===== src/rtl/counter_load_controller.sv =====
// counter_load_controller
// Control stage for an 8-bit up/down counter with parallel load. A start
// command latches a preset and a direction, loads the counter, enables
// counting, and watches the counter's carry/borrow for terminal count. When
// terminal count is reached the block signals completion and then either
// halts or reloads.
//
// Optional feature: define COUNTER_LOAD_CONTROLLER_AUTO_RELOAD_EN to select
// auto-reload. In that mode a terminal count goes straight back to a load
// cycle, which also carries the done pulse, and wrap_cnt_o counts completed
// periods. Left undefined, the block is one-shot and wrap_cnt_o is held at 0.
module counter_load_controller #(
    parameter int WIDTH = 8
) (
    input  logic             Clk,
    input  logic             Rst,
    input  logic             start_i,
    input  logic             stop_i,
    input  logic             pause_i,
    input  logic [WIDTH-1:0] preset_i,
    input  logic             dir_i,
    input  logic [WIDTH-1:0] count_i,
    input  logic             cout_i,
    output logic             load_o,
    output logic [WIDTH-1:0] data_o,
    output logic             e_o,
    output logic             d_o,
    output logic             busy_o,
    output logic             done_o,
    output logic [7:0]       wrap_cnt_o
);

    // RELOAD is the load cycle that follows a terminal count in auto-reload
    // mode; it differs from LOAD only in that it also raises done_o.
    typedef enum logic [2:0] {
        IDLE,
        LOAD,
        RUN,
        DONE,
        RELOAD
    } state_t;

    state_t           state_q;
    state_t           state_d;
    logic [WIDTH-1:0] preset_q;
    logic             dir_q;
    logic             accept_start;
    logic             terminal;
    logic             unused_status;

    // The counter's current value is wired in for status only; nothing in
    // the control path depends on it, so it is reduced into a sink here.
    assign unused_status = ^count_i;

    // A start counts only from IDLE, and an abort in the same cycle wins.
    assign accept_start = (state_q == IDLE) && start_i && !stop_i;

    // Terminal count is the counter's carry/borrow while actually enabled,
    // so a pause on the terminal value defers the wrap.
    assign terminal = e_o & cout_i;

    assign data_o = preset_q;
    assign d_o    = dir_q;

    // State register; reset drops straight back to IDLE without a clock.
    always_ff @(posedge Clk or posedge Rst) begin
        if (Rst) begin
            state_q <= IDLE;
        end else begin
            state_q <= state_d;
        end
    end

    // Preset and direction are captured once per accepted start and reused
    // for every reload.
    always_ff @(posedge Clk or posedge Rst) begin
        if (Rst) begin
            preset_q <= '0;
            dir_q    <= 1'b0;
        end else if (accept_start) begin
            preset_q <= preset_i;
            dir_q    <= dir_i;
        end
    end

    // Counter-facing and status outputs decoded from the state; stop forces
    // the load and enable low in the very cycle it is asserted.
    always_comb begin
        load_o = 1'b0;
        e_o    = 1'b0;
        busy_o = 1'b0;
        done_o = 1'b0;
        case (state_q)
            LOAD: begin
                load_o = ~stop_i;
                busy_o = 1'b1;
            end
            RUN: begin
                e_o    = ~pause_i & ~stop_i;
                busy_o = 1'b1;
            end
            DONE: begin
                done_o = 1'b1;
                busy_o = 1'b1;
            end
            RELOAD: begin
                load_o = ~stop_i;
                done_o = 1'b1;
                busy_o = 1'b1;
            end
            default: begin
                load_o = 1'b0;
            end
        endcase
    end

    // Next-state sequencing; stop overrides every other transition.
    always_comb begin
        state_d = state_q;
        case (state_q)
            IDLE: begin
                if (start_i) begin
                    state_d = LOAD;
                end
            end
            LOAD, RELOAD: begin
                state_d = RUN;
            end
            RUN: begin
                if (terminal) begin
`ifdef COUNTER_LOAD_CONTROLLER_AUTO_RELOAD_EN
                    state_d = RELOAD;
`else
                    state_d = DONE;
`endif
                end
            end
            DONE: begin
                state_d = IDLE;
            end
            default: begin
                state_d = IDLE;
            end
        endcase
        if (stop_i) begin
            state_d = IDLE;
        end
    end

`ifdef COUNTER_LOAD_CONTROLLER_AUTO_RELOAD_EN
    logic [7:0] wrap_q;

    // Completed-period count: cleared by a fresh start, bumped on every
    // terminal edge, rolling over from FF to 00.
    always_ff @(posedge Clk or posedge Rst) begin
        if (Rst) begin
            wrap_q <= 8'h00;
        end else if (accept_start) begin
            wrap_q <= 8'h00;
        end else if ((state_q == RUN) && terminal) begin
            wrap_q <= wrap_q + 8'd1;
        end
    end

    assign wrap_cnt_o = wrap_q;
`else
    assign wrap_cnt_o = 8'h00;
`endif

endmodule


===== config.mk =====
export PLATFORM = sky130hd
export DESIGN_NAME = counter_load_controller
export DESIGN_NICKNAME = d
export VERILOG_FILES = /design/src/rtl/counter_load_controller.sv
export SDC_FILE = /design/constraint.sdc
export NUM_CORES = 1
export LEC_CHECK = 0
export CAP_MARGIN = 20
export CORE_UTILIZATION = 33
export CTS_CLUSTER_SIZE = 24
export DETAILED_ROUTE_END_ITERATION = 16
export PLACE_DENSITY = 0.86
export RECOVER_POWER = 100
export REMOVE_ABC_BUFFERS = 1
export SYNTH_ARGS = -nofsm -noshare
export SYNTH_HDL_FRONTEND = slang
export SYNTH_SLANG_ARGS = --single-unit

===== constraint.sdc =====
create_clock -name Clk -period 1.6 [get_ports Clk]
set_input_delay 0.32 -clock Clk [delete_from_list [all_inputs] [get_ports Clk]]
set_output_delay 0.32 -clock Clk [all_outputs]
set_load 0.005 [all_outputs]

==> impl_metrics.yaml, run 1 <==
power_and_ir_drop:
  p_int_uw: 959
  vdd_drop_max_mv: 0.926
  p_per_area_mw_per_mm2: 1420
  clkPwrFrac_pct: 13.4
  leakagePower_uw: 0.000441
  combPwrFrac_pct: 50.9
  p_switching_uw: 389
  switching_share_pct: 28.9
  seq_power_share_pct: 35.7
finish:
  fin_nets: 112
  layout_common_cells: "clkdlybuf4s50_1 (13), dfrtp_1 (11), dlygate4sd3_1 (10)"
  layout_commonest_cell: "clkdlybuf4s50_1"
  post-route-util_pct: 54.9
  diodes: 0
  regArea_um2: 275
  nFillCells: 158
  finalNonFillerCells: 109
  multi_input_area_um2: 290
  drive_gt1_share_pct: 33.3
  syn_to_final_growth_pct: 56.6
placed_design:
  io_buffers: 27
  dp.cells: 104
  dp_hpwl_um: 909
  finalWeightedCongestion: 0.761
global_route:
  antenna_found_initial: 0
  grt_use_met3_pct: 7.60
  grtUsageMet2_pct: 25.6
  grt_overflow: 0
  grt_max_degree: 12
  busiest_layer: "met2"
  grt_pass1_vias: 457
  use_met1_pct: 12.7
  grt_first_pass_wirelength_um: 1840
  grt_usage_pct: 13.2
route:
  first_iter_violations: 3
  wl_um: 1100
  viasPerCell: 4.18
  post_drt_wl_per_cell_um: 10.0
  vias: 456
  firstDrtPassIters: 2
  drc: 0
  drtAntennaViolNets: 0
timing:
  drv_slew: 0
  fin_crit_sh_pct: 96.8
  rsz0062_at_grt: "true"
  min_period_ns: 1.55
  clock_skew_ns: 0.00303
  whs_ns: 0.469
  fmax_mhz: 645
  setup_violations: 0
  hold_violations: 0
  fin_tns_setup_ns: 0
synth:
  synth_top_family_by_area: "multiplexers"
  synth_xor_area_share_pct: 0
  synth-simple-area-share_pct: 9.92
  syn_avg_cell_area_um2: 12.6
  syn_inst: 48
  seq_area_frac_synth_pct: 45.5
  ys_seq_elements: 11
  synth_compound_area_share_pct: 2.48
  synth.distinct_cells: 15
  synthAdderAreaFrac_pct: 8.26
  yosysWarnings: 0
  netlist_area_um2: 606
  muxShareOfSynthArea_pct: 20.9
clock_tree:
  cts_tree: "built"
  cts_buffer_depth: 2
  cts_root_buffer: "clkbuf_4"
  htree_num_levels: 1
  cts_buffers: 3
  postCtsHoldBufs: 0
  cts.sinks: 11
  path_clk_slew_ns: 0.06
  clk_latency_ns: 0.26
worst_setup_path:
  path_cells: "inv_2 -> ha_2 -> inv_2 -> dlygate4sd2_1"
  worstSetupPathType: "reg -> out"
  rr_endpoint: "state_q[0]$_DFFE_PP0P_"
  crit_arrival_ns: 1.23
  ff2ff_setup_slack_ns: 0.15
  critical-path-slowest-cell: "dfrtp_1"
  rr_worst_depth: 5
  crit_fanout: 3
  worst_path_largest_cell_delay_ns: 0.40
  start_kind: "flip-flop"
  end_kind: "output port"
  crit_required_ns: 1.28
  path_common_cell: "inv_2"
  r2r-start: "state_q[1]$_DFFE_PP0P_"
floorplan:
  io_pins: 44
  die_h_um: 44.8
  start_util_pct: 35.1
  core_mm2: 0.00173
  rows: 15
  die_x_um: 44.8
  die-area_mm2: 0.00201
run_status:
  status: "completed"
min_path:
  hold_class: "in -> async"
flow_run:
  cap_violations: 0
[synth_stat cells (all sizes together)]
| cell type | number | area share, % |
|---|---|---|
| nor2 | 2 | 1.2 |
| nand2b | 3 | 3.1 |
| dfrtp | 11 | 45 |
| buf | 8 | 9.9 |
| inv | 4 | 2.5 |
| a2bb2oi | 1 | 2.5 |
| mux2i | 1 | 1.7 |
| nor2b | 1 | 1.0 |
| ha | 4 | 8.3 |
| mux2 | 10 | 19 |
| conb | 1 | 0.62 |
| nor3b | 1 | 1.2 |
| nand3b | 1 | 3.3 |
[per-layer routing]
metal  part of all wire [%]  wire, µm
met1                     35       380
met4                      0         0
met3                    9.7       106
met2                     56       608
met5                      0         0
[worst max path at each step]
| stage | from | cells after the start | endpoint |
|---|---|---|---|
| 6_report | state_q[0]$_DFFE_PP0P_ | 4 | busy_o |
| 5_1_grt | state_q[0]$_DFFE_PP0P_ | 4 | busy_o |
| 4_1_cts | state_q[0]$_DFFE_PP0P_ | 4 | e_o |
| 3_5_place_dp | stop_i | 3 | e_o |
| 3_3_place_gp | stop_i | 3 | e_o |
| 2_1_floorplan | state_q[0]$_DFFE_PP0P_ | 5 | state_q[0]$_DFFE_PP0P_ |
[power by group through the flow]
| stage | Sequential (µW) | Clock (µW) | Combinational [µW] |
|---|---|---|---|
| final | 481 | 181 | 686 |
| after global routing | 492 | 202 | 762 |
| after CTS | 488 | 188 | 757 |
| after detailed placement | 489 | 0 | 746 |
| after global placement | 477 | 0 | 717 |
| after floorplan | 497 | 0 | 291 |
[flip-flops by register name (all words and copies together), names as in the netlist]
register and flops:
d_o 1, data_o 8, state_q 2
[final cells by class]
class / instances / share of cell area [%]
sequential: 11 / 29.0
multi-input combinational: 32 / 30.6
clock buffer: 4 / 2.77
timing repair buffer: 33 / 32.7
inverter: 4 / 1.58
tap: 25 / 3.30
[critical path: cells and delay by family, from the launching register on]
| kind | cells | cell delay (ns) |
|---|---|---|
| adder cells (fa/ha/maj) | 1 | 0.19 |
| buffers and inverters | 3 | 0.38 |
| flip-flops | 1 | 0.40 |
[kinds of logic (layout without fill, tap and decap cells)]
kind of cell    Yosys count  in the layout
fa+ha+maj                 4              4
buf+inv                  12             41
other cells               1              8
mux                      11             11
compound gates            1              1
simple gates              8              8
flops                    11             11
[metrics by stage]
step | power (µW) | area, µm² | worst slack (ns)
global route | 1460 | 948 | -0.0232
finish | 1350 | 948 | 0.0507
CTS | 1430 | 948 | -0.0365
detailed placement | 1240 | 911 | -0.191
global placement | 1190 | 911 | -0.180
floorplan | 787 | 572 | 0.234
[what timing repair did]
item	4_1_cts	5_1_grt
setup endpoints to repair	4	4
setup buffers	1	0
resized for setup	14	5
Power figures use the tool's default switching activity.
==> inputs of run 2 (changes only) <==
--- a/config.mk
+++ b/config.mk
@@ -7,6 +7,7 @@
 export LEC_CHECK = 0
 export CAP_MARGIN = 20
 export CORE_UTILIZATION = 33
+export CTS_CLUSTER_DIAMETER = 40
 export CTS_CLUSTER_SIZE = 24
 export DETAILED_ROUTE_END_ITERATION = 16
 export PLACE_DENSITY = 0.86
==> results of run 2 <==
The final DEF is identical to that of run 1; final timing and power are the same.
